<file path="src/rtl/demux_dispatcher.sv">
// demux_dispatcher: round-robin valid/ready dispatcher feeding a 1-to-4 demux, skipping disabled channels.
module demux_dispatcher #(
  parameter int WIDTH = 8,
  parameter int CNT_W = 16
) (
  input  logic             clk,
  input  logic             reset,
  input  logic [WIDTH-1:0] in_data,
  input  logic             in_valid,
  output logic             in_ready,
  input  logic [3:0]       chan_en,
  output logic [WIDTH-1:0] out_data,
  output logic [3:0]       out_valid,
  input  logic [3:0]       out_ready,
  output logic [1:0]       sel_out,
  output logic             busy
`ifdef DEMUX_STATS_EN
  , input  logic             stats_clr
  , output logic [4*CNT_W-1:0] stat_count
`endif
);
  typedef enum logic {IDLE, HOLD} state_t;
  state_t r_state, w_next;
  logic [1:0] r_rr_ptr, r_sel, w_base, w_pick;
  logic [WIDTH-1:0] r_data;
  logic w_xfer, w_acc;
  assign w_xfer = (r_state == HOLD) && out_ready[r_sel];
  assign w_base = (r_state == HOLD) ? r_sel + 2'd1 : r_rr_ptr;
  always_comb begin
    w_pick = w_base;
    for (int k = 3; k >= 0; k--)
      if (chan_en[w_base + 2'(k)]) w_pick = w_base + 2'(k);
  end
  always_comb begin
    in_ready = !reset && (|chan_en) && (r_state == IDLE || out_ready[r_sel]);
    w_acc = in_valid && in_ready;
    w_next = w_acc ? HOLD : (w_xfer ? IDLE : r_state);
  end
  always_ff @(posedge clk)
    if (reset) r_state <= IDLE;
    else r_state <= w_next;
  always_ff @(posedge clk)
    if (reset) begin
      r_rr_ptr <= '0;
      r_sel <= '0;
      r_data <= '0;
    end else begin
      if (w_xfer) r_rr_ptr <= r_sel + 2'd1;
      if (w_acc) begin
        r_data <= in_data;
        r_sel <= w_pick;
      end
    end
  assign out_valid = (r_state == HOLD) ? 4'd1 << r_sel : 4'd0;
  assign out_data = r_data;
  assign sel_out = r_sel;
  assign busy = (r_state == HOLD);
`ifdef DEMUX_STATS_EN
  for (genvar i = 0; i < 4; i++) begin : g_stat
    logic [CNT_W-1:0] r_cnt;
    always_ff @(posedge clk)
      if (reset || stats_clr) r_cnt <= '0;
      else if (w_xfer && r_sel == 2'(i) && r_cnt != '1) r_cnt <= r_cnt + CNT_W'(1);
    assign stat_count[i*CNT_W +: CNT_W] = r_cnt;
  end
`endif
endmodule
</file>
<file path="config.mk">
export PLATFORM = sky130hd
export DESIGN_NAME = demux_dispatcher
export DESIGN_NICKNAME = d
export VERILOG_FILES = /design/src/rtl/demux_dispatcher.sv
export SDC_FILE = /design/constraint.sdc
export NUM_CORES = 1
export LEC_CHECK = 0
export BUFFER_PORTS_ARGS = -buffer_cell sky130_fd_sc_hd__buf_2
export CAP_MARGIN = 0
export CORE_MARGIN = 4
export CORE_UTILIZATION = 33
export DETAILED_ROUTE_END_ITERATION = 7
export SLEW_MARGIN = 0
export SYNTH_ARGS = -nofsm -noshare
export SYNTH_HDL_FRONTEND = slang
export SYNTH_SLANG_ARGS = --single-unit
export TNS_END_PERCENT = 1
</file>
<file path="constraint.sdc">
create_clock -name clk -period 2.4 [get_ports clk]
set_input_delay 0.12 -clock clk [delete_from_list [all_inputs] [get_ports clk]]
set_output_delay 0.12 -clock clk [all_outputs]
set_load 0.02 [all_outputs]
</file>
==> metrics, run 1 <==
status=finished, final reports clean; Ant. Diodes=0; Port Buffer Count=34; remaining antenna violation count=0; top_reg_cell synth=dfxtp_1; Ports=35; Post-DP Area=895 um^2; Hold Startpoint=in_data[2]; Synth Instances=75; initial drt markers=5; WL/cell=11.8 um; Die Area=between 0.002 and 0.003 mm^2; Worst slew margin=0.652; PwrDens=approximately 530 mW/mm^2; final net count=134; core box area=~0.002 mm^2; Lkg Pwr=0.479 nW; H-tree levels=1; Residual DRC=0; vias in the first global route=554; wirelength, routed=1610 um; Hold EP=out_data[2]; Placement Rows=16; count leader, synth=dfxtp_1; setup ws final=296 ps; PostCTS Resize Cnt=0; number of clock sinks=13; Reg2Reg Capture Point=sel_out[1]; top-area cell type share of the netlist area=0.366; Critical Path Source Type=flip-flop; dpl hpwl=~1300 um; Die X=between 50 and 60 um; EDFF count, synth=0; FMAX=~480 MHz; Crit. End Element=primary output; R2R cell count=4; RSZ-0062 raised after global routing=no; largest net degree at the start of global routing=14; first-pass iteration count of the detailed router=4; worst-skew pair later-pin latency=about 270 ps; number of CTS-inserted buffers=3; Layout Skew=between 3 and 4 ps; r2r setup slk=400 ps; kind of critical path=flip-flop to primary output; # hold bufs at CTS=0; Seq cells post-synth=13; final setup fails=0; post-synthesis sequential area ratio=0.366; post-layout minimum cycle time=2100 ps; Max Cap Viol=0; first-pass GRT wire length=2460 um; synthesis-to-layout area growth=29.6%; dpl ws=around 400 ps; clock buffer depth=2; Crit Path Max Fanout=7; Post-synth ARST share=0; GRT overflow=0; Clock Pin Slew Worst Setup and Hold Paths=80 ps; antenna violations before repair=0; layout cell share with drive strength beyond 1=0.373; reg2reg start=sel_out[0]; Slew @ Worst Pin=521 ps; synth cell count leaders=13 x dfxtp_1, 10 x nor2_1, 9 x mux2i_1, 6 x inv_1; via count=around 650; Hold Crit Class=primary input to flip-flop; RePlAce Congestion=0.752; arrival time at the worst endpoint=1980 ps; cell area after synthesis=711 um^2; synth top area cells=dfxtp_1 37%, mux2i_1 13%, ha_1 7.0%; Worst Setup SP=sel_out[0]; post-CTS setup buffers=0; Design Area, Final=921 um^2; Max Slew Vio Count=0; synth unique cells=28; peak supply drop=between 0.3 and 0.4 mV; WHS=76.4 ps; syn avg cell area=9.48 um^2; drt via density=about 4.8; CTS tree=done; CP required=between 2000 and 2500 ps; GRT Total Usage=0.116; Synth warnings=0; die height=54.4 um; Setup TNS Final=0 ps; Hold Fails Final Rpt=0; CTS root buf=clkbuf_4; Tcrit/Tclk final=0.877; Starting Density=0.355; hold path depth=3; area leader, netlist=dfxtp_1; synthesized net count=98
[stage by stage]
stage	util	total power [mW]	instances
global route	0.460	0.516	137
CTS	0.460	0.494	137
finish	0.460	0.485	137
detailed placement	0.447	0.359	133
global placement	0.447	0.358	133
floorplan	-	0.319	75
[area by class of cell]
type                       instances  area, um^2
fill                             215        1080
multi-input combinational         53         408
sequential                        13         260
timing repair buffer              34         170
tap                               27        33.8
clock buffer                       4        26.3
inverter                           6        22.5
[worst max-delay path, stage by stage (launching register included)]
cell     delay, ps
dfxtp_1        460
mux4_2         610
or2_2          320
and3_1         170
buf_2          150
[routing by layer]
layer	track usage	routed length [um]	up-vias
met5	0	0	-
li1	-	-	332
met1	0.140	703	296
met2	0.185	757	21
met3	0.0545	140	2
met4	0.0249	13	0
[registers in the layout, indices dropped and copies added (netlist names)]
| signal | flops |
|---|---|
| out_data | 8 |
| sel_out | 2 |
| busy | 1 |
| r_rr_ptr | 2 |
[layout by cell type, fill, tap and decap left out]
| cell | count |
|---|---|
| buf_2 | 34 |
| dfxtp_1 | 13 |
| nor2_1 | 10 |
| mux2i_1 | 9 |
| inv_1 | 6 |
| and2_1 | 4 |
| ha_1 | 4 |
| a21oi_1 | 3 |
| nand3_1 | 3 |
| clkbuf_4 | 3 |
| and3_1 | 2 |
| nand2_1 | 2 |
| nand2b_1 | 2 |
| mux4_2 | 1 |
| or2_2 | 1 |
| or4_1 | 1 |
| o2111ai_4 | 1 |
| mux2_2 | 1 |
| o21ai_0 | 1 |
| nand3b_1 | 1 |
| or3_1 | 1 |
| a41oi_1 | 1 |
| a221oi_1 | 1 |
| a211oi_1 | 1 |
| a2111oi_0 | 1 |
| a2bb2oi_1 | 1 |
| o31ai_1 | 1 |
| clkbuf_1 | 1 |
[cell families (layout without fill, tap and decap cells)]
| logic type | after synthesis | in the layout | synth area share |
|---|---|---|---|
| mux | 11 | 11 | 0.174 |
| flops | 13 | 13 | 0.366 |
| fa+ha+maj | 4 | 4 | 0.0704 |
| simple gates | 27 | 27 | 0.194 |
| compound gates | 11 | 11 | 0.136 |
| buf+inv | 9 | 44 | 0.0598 |
[where the power goes]
part	total [mW]	switching (mW)	internal [mW]
logic	0.113	0.0636	0.0499
registers	0.240	0.0117	0.228
clock network	0.132	0.0672	0.0643
total	0.485	0.143	0.342
[worst max-delay path by stage]
stage	cells after the start	slack, ps	endpoint
4_1_cts	4	270	in_ready
3_5_place_dp	4	400	sel_out[1]
5_1_grt	4	210	in_ready
3_3_place_gp	4	450	sel_out[1]
6_report	4	300	in_ready
2_1_floorplan	6	440	sel_out[1]
Power figures use the tool's default switching activity.
==> run 2, diff against run 1 <==
--- a/config.mk
+++ b/config.mk
@@ -10,6 +10,7 @@
 export CORE_MARGIN = 4
 export CORE_UTILIZATION = 33
 export DETAILED_ROUTE_END_ITERATION = 7
+export RECOVER_POWER = 25
 export SLEW_MARGIN = 0
 export SYNTH_ARGS = -nofsm -noshare
 export SYNTH_HDL_FRONTEND = slang
==> metrics, run 2 (same netlist as run 1, synthesis figures left out) <==
FMAX=476 MHz (was 475 MHz); RSZ-0062 raised after global routing=no (unchanged); Setup TNS Final=0 ps (unchanged); GRT Total Usage=0.116 (unchanged); dpl ws=404 ps (unchanged); GRT overflow=0 (unchanged); Residual DRC=0 (unchanged); Port Buffer Count=34 (unchanged); Clock Pin Slew Worst Setup and Hold Paths=80 ps (about the same); FF+latch area=260 um^2 (unchanged); final setup fails=0 (unchanged); R2R cell count=4 (unchanged); Slew @ Worst Pin=521 ps (about the same); Ports=35 (unchanged); via count=648 (was 651); die height=54.4 um (unchanged); fillcell total=214 (was 215); multi-input logic area=408 um^2 (unchanged); peak supply drop=0.348 mV (was 0.349 mV); Reg2Reg Capture Point=sel_out[1] (unchanged); H-tree levels=1 (unchanged); first-pass GRT wire length=2460 um (unchanged); post-CTS setup buffers=0 (unchanged); r2r setup slk=400 ps (about the same); Worst slew margin=0.652 (about the same); Max Slew Vio Count=0 (unchanged); dpl hpwl=1280 um (unchanged); reg2reg start=sel_out[0] (unchanged); kind of critical path=flip-flop to primary output (unchanged); Hold Fails Final Rpt=0 (unchanged); arrival time at the worst endpoint=1980 ps (about the same); vias in the first global route=554 (unchanged); PostCTS Resize Cnt=0 (unchanged); status=finished, final reports clean (unchanged); number of clock sinks=13 (unchanged); Crit Path Max Fanout=7 (unchanged); WL/cell=11.8 um (about the same); final net count=134 (unchanged); Lkg Pwr=0.450 nW (was 0.479 nW); remaining antenna violation count=0 (unchanged); # hold bufs at CTS=0 (unchanged); Hold Crit Class=primary input to flip-flop (unchanged); largest net degree at the start of global routing=14 (unchanged); Ant. Diodes=0 (unchanged); first-pass iteration count of the detailed router=4 (unchanged); number of CTS-inserted buffers=3 (unchanged); setup ws final=299 ps (was 296 ps); commonest non-fill, non-tap cell in the layout=buf_2 (unchanged); wirelength, routed=1610 um (about the same); layout cell share with drive strength beyond 1=0.309 (was 0.373); Crit. End Element=primary output (unchanged); worst-skew pair later-pin latency=270 ps (about the same); Starting Density=0.355 (unchanged); Worst Setup SP=sel_out[0] (unchanged); clock buffer depth=2 (unchanged); post-layout minimum cycle time=2100 ps (about the same); Placement Rows=16 (unchanged); Critical Path Source Type=flip-flop (unchanged); initial drt markers=5 (unchanged); Layout Skew=3.44 ps (was 3.24 ps); core box area=0.00200 mm^2 (unchanged); Die X=54.4 um (unchanged); drt via density=4.73 (was 4.75); most frequent cells in the layout=27 x buf_2, 13 x dfxtp_1, 10 x nor2_1, 9 x mux2i_1, 8 x clkbuf_1 (was 34 x buf_2, 13 x dfxtp_1, 10 x nor2_1, 9 x mux2i_1, 6 x inv_1); CP required=2280 ps (about the same); PwrDens=529 mW/mm^2 (was 526 mW/mm^2); Tcrit/Tclk final=0.875 (was 0.877); synthesis-to-layout area growth=28.3% (was 29.6%); CTS tree=done (unchanged); Max Cap Viol=0 (unchanged); max FFs per register=8 (unchanged); Die Area=0.00296 mm^2 (unchanged); Setup crit end=in_ready (unchanged); antenna violations before repair=0 (unchanged); RePlAce Congestion=0.752 (unchanged); WHS=76.2 ps (was 76.4 ps); CTS root buf=clkbuf_4 (unchanged)
## run 2: per-layer routing
layer | vias up | GRT usage | wire length [um]
met5 | - | 0 | 0
met4 | 0 | 0.0249 | 13
met3 | 2 | 0.0545 | 137
met2 | 21 | 0.185 | 763
met1 | 293 | 0.140 | 695
li1 | 332 | - | -
## run 2: cell type report
type,count,share of cell area
Multi-Input combinational cell,53,0.447
Timing Repair Buffer,34,0.177
Clock buffer,4,0.0288
Sequential cell,13,0.285
Inverter,6,0.0247
Tap cell,27,0.0370
## run 2: worst min path at each step
stage / start / to / slack [ps] / depth (start not counted)
after floorplan: reset / r_rr_ptr[1] / 190 / 1
after global placement: in_data[3] / out_data[3] / 350 / 3
after detailed placement: in_data[3] / out_data[3] / 360 / 3
after CTS: in_data[2] / out_data[2] / 70 / 3
after global routing: in_data[7] / out_data[7] / 80 / 3
final: in_data[2] / out_data[2] / 80 / 3
## run 2: power breakdown
group	switching [mW]	internal (mW)
clock network	0.0672	0.0643
registers	0.0117	0.228
logic	0.0636	0.0482
## run 2: metrics by stage
stage	utilization	cells	power [mW]	area, um^2
after floorplan	-	75	0.319	711
after global placement	0.447	133	0.358	895
after detailed placement	0.447	133	0.359	895
after CTS	0.460	137	0.494	921
after global routing	0.456	137	0.515	912
final	0.456	137	0.483	912
## run 2: critical path, cell delays in order (launching register included)
cell	delay, ps
dfxtp_1	460
mux4_2	610
or2_2	320
and3_1	170
buf_2	150
